===== config.mk =====
export PLATFORM = sky130hd
export DESIGN_NAME = sort_sync_fifo_flat
export DESIGN_NICKNAME = d
export VERILOG_FILES = /design/src/rtl/sort_fifo_pkg.sv /design/src/rtl/sort_sync_fifo_if.sv /design/src/rtl/sort_fifo_ram.sv /design/src/rtl/sort_sync_fifo.sv /design/src/flat_wrapper.sv
export SDC_FILE = /design/constraint.sdc
export NUM_CORES = 1
export LEC_CHECK = 0
export CORE_MARGIN = 2
export CORE_UTILIZATION = 35
export CTS_CLUSTER_SIZE = 10
export DETAILED_ROUTE_END_ITERATION = 7
export GPL_ROUTABILITY_DRIVEN = 0
export GPL_TIMING_DRIVEN = 0
export PLACE_DENSITY_LB_ADDON = 0.08
export SLEW_MARGIN = 20
export SYNTH_ARGS = -nofsm -noshare
export SYNTH_HDL_FRONTEND = slang
export SYNTH_SLANG_ARGS = --single-unit
export TNS_END_PERCENT = 100

===== constraint.sdc =====
create_clock -name clk -period 6.06 [get_ports clk]
set_clock_uncertainty 0.05 [all_clocks]
set_input_delay 1.515 -clock clk [delete_from_list [all_inputs] [get_ports clk]]
set_output_delay 1.515 -clock clk [all_outputs]
set_load 0.03 [all_outputs]

===== src/rtl/sort_fifo_pkg.sv =====
// Shared constants and width helpers for the sorting-datapath FIFO.
// Build option: define SORT_FIFO_FWFT_EN for first-word-fall-through reads.
package sort_fifo_pkg;

  localparam int unsigned DefDataW = 32;
  localparam int unsigned DefDepth = 16;

`ifdef SORT_FIFO_FWFT_EN
  localparam bit FwftEn = 1'b1;
`else
  localparam bit FwftEn = 1'b0;
`endif

  // Pointer and count width: one extra MSB separates full from empty.
  function automatic int unsigned ptr_w(int unsigned depth);
    return $clog2(depth) + 1;
  endfunction

  function automatic int unsigned addr_w(int unsigned depth);
    return $clog2(depth);
  endfunction

endpackage


===== src/rtl/sort_sync_fifo_if.sv =====
// Write/read handshake bundle of the sorting FIFO; master is the user, slave is the FIFO.
interface sort_sync_fifo_if
  import sort_fifo_pkg::*;
#(
  parameter int unsigned DATA_W = DefDataW,
  parameter int unsigned DEPTH  = DefDepth
);

  logic [DATA_W-1:0]       din;
  logic                    wr_en;
  logic                    full;
  logic                    rd_en;
  logic [DATA_W-1:0]       dout;
  logic                    empty;
  logic                    almost_full;
  logic                    almost_empty;
  logic [ptr_w(DEPTH)-1:0] count;
  logic                    overflow;
  logic                    underflow;

  modport master (
    output din, wr_en, rd_en,
    input  full, dout, empty, almost_full, almost_empty, count, overflow, underflow
  );

  modport slave (
    input  din, wr_en, rd_en,
    output full, dout, empty, almost_full, almost_empty, count, overflow, underflow
  );

endinterface


===== src/rtl/sort_fifo_ram.sv =====
// Simple dual-port storage array: synchronous write, registered synchronous read.
module sort_fifo_ram
  import sort_fifo_pkg::*;
#(
  parameter int unsigned DATA_W = DefDataW,
  parameter int unsigned DEPTH  = DefDepth
) (
  input  logic                       clk,
  input  logic                       rst,
  input  logic                       we_i,
  input  logic [addr_w(DEPTH)-1:0]   waddr_i,
  input  logic [DATA_W-1:0]          wdata_i,
  input  logic                       re_i,
  input  logic [addr_w(DEPTH)-1:0]   raddr_i,
  output logic [DATA_W-1:0]          rdata_o
);

  logic [DATA_W-1:0] mem_q [DEPTH];
  logic [DATA_W-1:0] rdata_q;

  // Storage is never reset so it can map onto block RAM.
  always_ff @(posedge clk) begin
    if (we_i) begin
      mem_q[waddr_i] <= wdata_i;
    end
  end

  always_ff @(posedge clk) begin
    if (rst) begin
      rdata_q <= '0;
    end else if (re_i) begin
      rdata_q <= mem_q[raddr_i];
    end
  end

  assign rdata_o = rdata_q;

endmodule


===== src/rtl/sort_sync_fifo.sv =====
// Single-clock FIFO with occupancy count, programmable almost flags and error pulses.
// Build option: SORT_FIFO_FWFT_EN selects first-word-fall-through reads.
module sort_sync_fifo
  import sort_fifo_pkg::*;
#(
  parameter int unsigned DATA_W          = DefDataW,
  parameter int unsigned DEPTH           = DefDepth,
  parameter int unsigned ALMOST_FULL_TH  = DEPTH - 2,
  parameter int unsigned ALMOST_EMPTY_TH = 2
) (
  input logic               clk,
  input logic               rst,
  sort_sync_fifo_if.slave   bus
);

  localparam int unsigned AW = addr_w(DEPTH);
  localparam int unsigned PW = ptr_w(DEPTH);

  logic [PW-1:0]     wr_ptr_q, wr_ptr_d, rd_ptr_q, rd_ptr_d, count_q, count_d;
  logic              full_q, full_d, empty_q, empty_d;
  logic              overflow_q, overflow_d, underflow_q, underflow_d;
  logic              wr_acc, rd_acc, ram_re;
  logic [AW-1:0]     ram_raddr;
  logic [DATA_W-1:0] ram_rdata;

  always_comb begin
    rd_acc      = bus.rd_en && !empty_q;
    wr_acc      = bus.wr_en && (!full_q || rd_acc);
    wr_ptr_d    = wr_ptr_q + PW'(wr_acc);
    rd_ptr_d    = rd_ptr_q + PW'(rd_acc);
    count_d     = count_q + PW'(wr_acc) - PW'(rd_acc);
    full_d      = (count_d == PW'(DEPTH));
    empty_d     = (count_d == '0);
    overflow_d  = bus.wr_en && !wr_acc;
    underflow_d = bus.rd_en && !rd_acc;
  end

  always_ff @(posedge clk) begin
    if (rst) begin
      wr_ptr_q    <= '0;
      rd_ptr_q    <= '0;
      count_q     <= '0;
      full_q      <= 1'b0;
      empty_q     <= 1'b1;
      overflow_q  <= 1'b0;
      underflow_q <= 1'b0;
    end else begin
      wr_ptr_q    <= wr_ptr_d;
      rd_ptr_q    <= rd_ptr_d;
      count_q     <= count_d;
      full_q      <= full_d;
      empty_q     <= empty_d;
      overflow_q  <= overflow_d;
      underflow_q <= underflow_d;
    end
  end

  sort_fifo_ram #(
    .DATA_W (DATA_W),
    .DEPTH  (DEPTH)
  ) u_ram (
    .clk     (clk),
    .rst     (rst),
    .we_i    (wr_acc),
    .waddr_i (wr_ptr_q[AW-1:0]),
    .wdata_i (bus.din),
    .re_i    (ram_re),
    .raddr_i (ram_raddr),
    .rdata_o (ram_rdata)
  );

`ifdef SORT_FIFO_FWFT_EN
  // The RAM continuously pre-reads the next head slot. A write landing in that
  // same slot is captured separately since the RAM returns the old contents.
  logic              byp_q, byp_d;
  logic [DATA_W-1:0] byp_data_q, byp_data_d, last_q, last_d, head;

  assign ram_re    = 1'b1;
  assign ram_raddr = rd_ptr_d[AW-1:0];
  assign head      = byp_q ? byp_data_q : ram_rdata;

  always_comb begin
    byp_d      = wr_acc && (wr_ptr_q[AW-1:0] == rd_ptr_d[AW-1:0]);
    byp_data_d = bus.din;
    last_d     = rd_acc ? head : last_q;
  end

  always_ff @(posedge clk) begin
    if (rst) begin
      byp_q      <= 1'b0;
      byp_data_q <= '0;
      last_q     <= '0;
    end else begin
      byp_q      <= byp_d;
      byp_data_q <= byp_data_d;
      last_q     <= last_d;
    end
  end

  assign bus.dout = empty_q ? last_q : head;
`else
  assign ram_re    = rd_acc;
  assign ram_raddr = rd_ptr_q[AW-1:0];
  assign bus.dout  = ram_rdata;
`endif

  assign bus.full         = full_q;
  assign bus.empty        = empty_q;
  assign bus.count        = count_q;
  assign bus.overflow     = overflow_q;
  assign bus.underflow    = underflow_q;
  assign bus.almost_full  = (count_q >= PW'(ALMOST_FULL_TH));
  assign bus.almost_empty = (count_q <= PW'(ALMOST_EMPTY_TH));

endmodule


===== src/flat_wrapper.sv =====
// flat-port wrapper written by rule: the top's interface ports become plain ports
module sort_sync_fifo_flat import sort_fifo_pkg::*;
#(
  parameter int unsigned DATA_W          = DefDataW,
  parameter int unsigned DEPTH           = DefDepth,
  parameter int unsigned ALMOST_FULL_TH  = DEPTH - 2,
  parameter int unsigned ALMOST_EMPTY_TH = 2
)
  (clk, rst, bus_din, bus_wr_en, bus_rd_en, bus_full, bus_dout, bus_empty, bus_almost_full, bus_almost_empty, bus_count, bus_overflow, bus_underflow);
  sort_sync_fifo_if #(.DATA_W(DATA_W), .DEPTH(DEPTH)) bus_i ();
  input logic clk;
  input logic rst;
  input wire logic [$bits(bus_i.din)-1:0] bus_din;
  input wire logic [$bits(bus_i.wr_en)-1:0] bus_wr_en;
  input wire logic [$bits(bus_i.rd_en)-1:0] bus_rd_en;
  output wire logic [$bits(bus_i.full)-1:0] bus_full;
  output wire logic [$bits(bus_i.dout)-1:0] bus_dout;
  output wire logic [$bits(bus_i.empty)-1:0] bus_empty;
  output wire logic [$bits(bus_i.almost_full)-1:0] bus_almost_full;
  output wire logic [$bits(bus_i.almost_empty)-1:0] bus_almost_empty;
  output wire logic [$bits(bus_i.count)-1:0] bus_count;
  output wire logic [$bits(bus_i.overflow)-1:0] bus_overflow;
  output wire logic [$bits(bus_i.underflow)-1:0] bus_underflow;
  assign bus_i.din = bus_din;
  assign bus_i.wr_en = bus_wr_en;
  assign bus_i.rd_en = bus_rd_en;
  assign bus_full = bus_i.full;
  assign bus_dout = bus_i.dout;
  assign bus_empty = bus_i.empty;
  assign bus_almost_full = bus_i.almost_full;
  assign bus_almost_empty = bus_i.almost_empty;
  assign bus_count = bus_i.count;
  assign bus_overflow = bus_i.overflow;
  assign bus_underflow = bus_i.underflow;
  sort_sync_fifo #(.DATA_W(DATA_W), .DEPTH(DEPTH), .ALMOST_FULL_TH(ALMOST_FULL_TH), .ALMOST_EMPTY_TH(ALMOST_EMPTY_TH)) u_core (.clk(clk), .rst(rst), .bus(bus_i));
endmodule

==> results by group, run 1 <==
Synthesis
  • Flip-flop and latch count after synthesis: ~560
  • Area fraction of the dominant cell type after synthesis: 0.722
  • Share of async-settable or async-resettable flops after synthesis: 0
  • Net count after synthesis: 1087
  • Synthesized netlist cell count: 1038
  • Number of enable flip-flop cells after synthesis: 512
  • Yosys Warn Count: 0
  • Number of distinct standard cells referenced by the synthesized netlist: 37
  • Largest cells by area after synthesis: edfxtp_1 72%, mux4_2 10%, dfxtp_1 4.6%
  • Avg Synthesized Cell Area: 20.5 µm²
  • Leading register cell type out of synthesis: edfxtp_1
  • Cell area after technology mapping: 21300 µm²
  • Cell type contributing the most total cell area after synthesis: edfxtp_1
  • Sequential share of the synthesized area: 0.768

Timing
  • Transition at the pin with the smallest max-transition slack: 1.06 ns
  • Final hold vios: 0
  • Number of max-slew violations in the final report: 0
  • Ratio of final minimum period to clock period: 0.660
  • Setup repair after global routing missed its margin: no
  • Peak clock frequency supported by timing: 0.250 GHz
  • Relative slew slack: 0.294
  • Minimum clock period after layout: 4.00 ns
  • Final number of setup-violating endpoints: 0
  • Total Negative Setup Slacks: 0 ns

Critical path
  • Required arrival time at the worst endpoint: 6.28 ns
  • Critical path data arrival time: 4.22 ns
  • Type of the setup path with the least slack: input port to register
  • CP endpoint kind: register
  • Critical Path Fanout Max: 8
  • Kind of start point of the critical path: input port

Final layout
  • Number of inserted diodes: 0
  • Share of cells above drive strength 1: 0.233
  • Fin util: 0.428
  • Layout Area Growth over Synthesis: 21.2%
  • Number of nets in the final layout: 1295

Placement
  • Count of input and output buffers: between 70 and 80
  • Half-perimeter wire length of the detailed placement result: around 34 mm

Detailed routing
  • Wirelength, routed: around 52 mm
  • Number of iterations in the first detailed-routing pass: 5
  • WL/cell: 25.0 µm
  • Via/cell ratio: roughly 5.0
  • Number of nets still failing antenna checks after routing: 0
  • Total vias in the final route: 10488
  • Detailed-route DRC error count: 0
  • Drt initial violations: 703

Floorplan
  • Core ar.: 60200 µm²
  • Standard-cell row count: 90
  • Die Width: 251 µm
  • Die span in y: 251 µm
  • Total Die Area: around 63000 µm²
  • Starting utilization of the core area: 0.353
  • I/O pin count: 79

CTS
  • Number of post-CTS setup repair buffers: 0
  • Post_cts resized: 0
  • Source-to-sink clock delay at the later pin of the worst-skew pair: 0.58 ns
  • Clock buffer depth: 3
  • Clock-pin slew on the worst setup and hold paths: 0.06 ns
  • Clock Tree Root: clkbuf_16
  • CTS H-tree depth: 3
  • Hold bufs inserted after CTS: 0
  • Number of buffers inserted during clock tree synthesis: 67
  • TritonCTS clock tree: done
  • CTS sink cnt: 561

Run
  • Max-capacitance violation count: 0

GRT
  • Most congested layer reported by global routing: met2
  • Pin count of the biggest net entering global routing: 19
  • Met2 GRT Util: 0.280
  • Combined global-route utilization of all metal layers: 0.168
  • Wire length of the first global-routing pass: 76.2 mm
  • Number of global-route vias before repair: 11112
  • Global-route track usage on met1: 0.227
  • Initial antenna violation count: 0
  • GR Layer Usage met3: 0.0267
  • GRT overflow: 0

Power and ir drop
  • Power after layout: roughly 0.0094 W
  • Pwr/cell area: between 300 and 400 nW/µm²
  • IR Drop Worst-Case VDD: 0.186 mV
  • Leakage component of the power: ~8.3 nW

Status
  • Result of the run: complete, no violations

Min path
  • Worst min-delay path category: register to register
==> cells in the mapped netlist, types with 4 or more instances <==
cell / n
edfxtp_1: 512
mux4_2: 95
mux2i_1: 67
dfxtp_1: 49
nand2_1: 40
clkbuf_1: 36
a22oi_1: 33
a221oi_1: 31
mux2_2: 31
o21ai_1: 31
nor2_1: 21
buf_6: 13
ha_1: 12
inv_1: 9
nor2b_1: 8
buf_2: 5
xnor2_1: 5
nand2b_1: 4
==> kinds of logic after synthesis <==
kind of cell             count (synthesis)  share of synthesized area
multiplexers                           193                      0.148
AO/OA/AOI/OAI                          103                     0.0343
buffers and inverters                   68                     0.0174
flip-flops                             561                      0.768
adder cells (fa/ha/maj)                 13                    0.00799
XOR/XNOR                                 8                    0.00329
AND/OR/NAND/NOR                         92                     0.0203
==> power breakdown <==
group	internal (W)	switching, W	leakage, nW
sequential	0.00438	0.0000716	5.03
combinational	0.000580	0.000718	2.29
clock	0.00222	0.00148	0.956
total	0.00718	0.00227	8.27
==> worst paths after layout <==
kind	startpoint	end	slack, ns	depth (start not counted)
max	bus_rd_en	u_core.u_ram.mem_q[3][15]	2.06	10
min	u_core.bus.full	u_core.bus.overflow	0.42	2
max reg2reg	u_core.bus.empty	u_core.u_ram.mem_q[3][15]	3.12	9
min reg2reg	u_core.bus.full	u_core.bus.overflow	0.42	2
==> cell usage in the layout, fill, tap and decap left out, drive strengths merged <==
master	instances
edfxtp	512
a221oi	31
nor4bb	1
buf	84
nor4	3
clkbuf	152
nand3b	2
inv	9
or4b	1
and2	2
xnor2	5
nor2	21
o41ai	1
o21bai	2
bufinv	1
clkinv	1
nand2	40
xor2	3
mux2	31
nor2b	8
a31o	1
mux2i	67
a22oi	33
nor3b	3
fa	1
nand2b	4
a32oi	1
nor4b	1
mux4	95
nand3	3
dfxtp	49
ha	12
o21ai	32
nor3	3
clkdlybuf4s50	78
a21oi	2
==> per-stage QoR <==
| step | instances | worst slack (ns) | hold slack (ns) | cell area, µm² |
|---|---|---|---|---|
| 4_1_cts | 2077 | 2.06 | 0.417 | 25800 |
| 3_5_place_dp | 1959 | 1.47 | 0.410 | 23800 |
| 3_3_place_gp | 1898 | -4.89 | 0.410 | 23000 |
| 6_report | 2077 | 2.06 | 0.421 | 25800 |
| 2_1_floorplan | 1038 | 0.342 | 0.438 | 21300 |
| 5_1_grt | 2077 | 1.83 | 0.436 | 25800 |
==> routing by layer <==
metal	wire length, µm	share of wire	vias to the layer above
met5	0	0	-
met4	1000	0.019	0
met3	1810	0.035	69
met2	25700	0.49	195
met1	23500	0.45	5538
li1	-	-	4686
==> sequential cells by signal, indices dropped and copies added (netlist names) <==
name                  cells
u_core.bus.empty          1
u_core.bus.overflow       1
u_core.rd_ptr_q           4
u_core.bus.underflow      1
u_core.u_ram.rdata_o     32
u_core.wr_ptr_q           4
u_core.bus.count          5
u_core.u_ram.mem_q      512
u_core.bus.full           1
==> critical path, cell delays in order <==
cell	delay (ns)
clkdlybuf4s50_1	0.52
nand2b_1	0.13
nand2_1	0.11
nand2_1	0.18
inv_1	0.20
nand3_1	0.31
nor3_2	0.57
buf_4	0.27
buf_4	0.18
buf_4	0.21
==> layout make-up <==
class	instances	area (µm²)
Clock buffer	116	1950
Buffer	59	338
Fill cell	5233	34400
Multi-Input combinational cell	409	4670
Clock inverter	2	46.3
Inverter	9	33.8
Sequential cell	561	16400
Tap cell	782	978
Timing Repair Buffer	139	1420
No activity file was read; power rests on OpenSTA's default activity.
==> inputs of run 2 (changes only) <==
Clock period 6.06 ns to 3.9 ns, I/O delays scaled along.
==> run 2 against run 1 <==
Compared with the run above:
- register-to-register slack got worse by 2.5 ns
- combinational power rose by 56%
- first-iteration DRC count fell by 4.6%
- critical path type is now register to primary output
- largest cell class unchanged
- largest power group unchanged
==> results by group, run 2 (synthesis gave the netlist of run 1 again) <==
Power and ir drop
  • Net switching fraction of the power: 0.243
  • Part of the power in combinational logic: 0.139
  • Internal Dissipation: 0.0110 W
  • Switching component of the power: around 0.0035 W
  • Reg power frac: 0.475
  • Leakage component of the power: 8.16 nW
  • Pwr/cell area: 567 nW/µm²
  • Clock power frac: 0.386
  • IR Drop Worst-Case VDD: 0.293 mV

Critical path
  • Type of the setup path with the least slack: register to primary output
  • Kind of start point of the critical path: register
  • Required arrival time at the worst endpoint: between 2 and 3 ns
  • Critical Path Fanout Max: 4
  • CP endpoint kind: primary output
  • Critical path data arrival time: about 2.5 ns

Final layout
  • Post-layout instance count excluding filler cells: 2063
  • Register name with the most flops: u_core.u_ram.mem_q
  • Share of cells above drive strength 1: 0.223
  • Layout Area Growth over Synthesis: 20.6%
  • Most common cell after layout, fill and taps aside: edfxtp_1
  • Commonest cells after routing, fill and taps aside: 512 x edfxtp_1, 95 x mux4_2, 79 x clkbuf_1, 78 x clkdlybuf4s50_1, 69 x clkbuf_16
  • Area occupied by multi-input gates: 4700 µm²
  • Fillcell total: 5292
  • Flip-flop count of the largest register after layout: 512
  • Number of inserted diodes: 0
  • Area used by sequential logic in the layout: 16400 µm²
  • Number of nets in the final layout: 1281

GRT
  • Initial antenna violation count: 0
  • Wire length of the first global-routing pass: between 70 and 80 mm
  • Number of global-route vias before repair: 11081
  • Pin count of the biggest net entering global routing: 20
  • Combined global-route utilization of all metal layers: 0.165
  • GRT overflow: 0

Floorplan
  • I/O pin count: 79
  • Die Width: 251 µm
  • Starting utilization of the core area: 0.353
  • Standard-cell row count: 90
  • Die span in y: 251 µm
  • Total Die Area: ~63000 µm²
  • Core ar.: 60200 µm²

Detailed routing
  • Drt initial violations: 671
  • Number of nets still failing antenna checks after routing: 0
  • Number of iterations in the first detailed-routing pass: 5
  • Total vias in the final route: 10432
  • Detailed-route DRC error count: 0
  • Wirelength, routed: 50.7 mm
  • WL/cell: 24.6 µm
  • Via/cell ratio: 5.06

Timing
  • Final number of setup-violating endpoints: 0
  • Transition at the pin with the smallest max-transition slack: 1.04 ns
  • Ratio of final minimum period to clock period: 0.908
  • Minimum clock period after layout: 3.54 ns
  • Peak clock frequency supported by timing: 0.282 GHz
  • Total Negative Setup Slacks: 0 ns
  • Setup repair after global routing missed its margin: no
  • Number of max-slew violations in the final report: 0
  • Final hold vios: 0
  • Post-Route Hold Slack: 0.415 ns
  • Relative slew slack: 0.308

CTS
  • CTS sink cnt: approximately 560
  • Clock Tree Root: clkbuf_16
  • Hold bufs inserted after CTS: 0
  • Post_cts resized: 0
  • Number of post-CTS setup repair buffers: 0
  • TritonCTS clock tree: done
  • Source-to-sink clock delay at the later pin of the worst-skew pair: a little under 0.6 ns
  • Number of buffers inserted during clock tree synthesis: 67
  • CTS H-tree depth: 3
  • Clock buffer depth: 3
  • Clock-pin slew on the worst setup and hold paths: 0.05 ns

Placement
  • Cell Count Post-Placement: 1945
  • Count of input and output buffers: 78
  • Half-perimeter wire length of the detailed placement result: 33.8 mm

Status
  • Result of the run: complete, no violations

Min path
  • Worst min-delay path category: register to register

Run
  • Max-capacitance violation count: 0
==> run 2: changes by cell type in the layout (fill, tap and decap cells not counted), sizes merged <==
cell,change
buf,-14
clkinv,+1
inv,+2
clkbuf,-2
bufinv,-1
==> run 2: final timing paths <==
check                                    startpoint                         end  slack, ns  cells after the start
worst max-delay path            u_core.bus.count[2]            bus_almost_empty       0.36                      5
worst min register to register      u_core.bus.full         u_core.bus.overflow       0.42                      2
worst min-delay path                u_core.bus.full         u_core.bus.overflow       0.42                      2
worst max register to register   u_core.wr_ptr_q[2]  u_core.u_ram.mem_q[12][18]       0.60                      7
==> run 2: power by group through the flow <==
stage | combinational, W | sequential [W] | clock [W]
floorplan | 0.00116 | 0.00717 | 0
global placement | 0.00200 | 0.00705 | 0
detailed placement | 0.00207 | 0.00704 | 0
CTS | 0.00208 | 0.00692 | 0.00580
global route | 0.00220 | 0.00694 | 0.00604
finish | 0.00203 | 0.00692 | 0.00562
==> run 2: layout make-up <==
class / instances / share of cell area
Buffer: 59 / 0.0131
Clock buffer: 114 / 0.0746
Clock inverter: 4 / 0.00102
Inverter: 9 / 0.00132
Multi-Input combinational cell: 409 / 0.183
Sequential cell: 561 / 0.637
Tap cell: 782 / 0.0381
Timing Repair Buffer: 125 / 0.0517
==> run 2: metrics by stage <==
stage | util | power [W] | cell area, µm² | setup WS [ns]
floorplan | - | 0.00834 | 21300 | -1.03
global placement | 0.383 | 0.00905 | 23100 | -5.85
detailed placement | 0.394 | 0.00912 | 23700 | -0.225
CTS | 0.426 | 0.0148 | 25700 | 0.350
global route | 0.426 | 0.0152 | 25700 | 0.192
finish | 0.426 | 0.0146 | 25700 | 0.359
==> run 2: critical path, stage by stage (launching register included) <==
cell	delay (ns)
dfxtp_1	0.35
inv_1	0.12
ha_1	0.15
inv_1	0.04
o41ai_1	0.52
clkdlybuf4s50_1	0.77
==> run 2: metal layers <==
metal	vias to the layer above	global-route usage	wire (µm)
met3	74	0.0266	1960
li1	4656	-	-
met5	-	0	0
met1	5509	0.227	23200
met2	193	0.270	24600
met4	0	0.0476	909
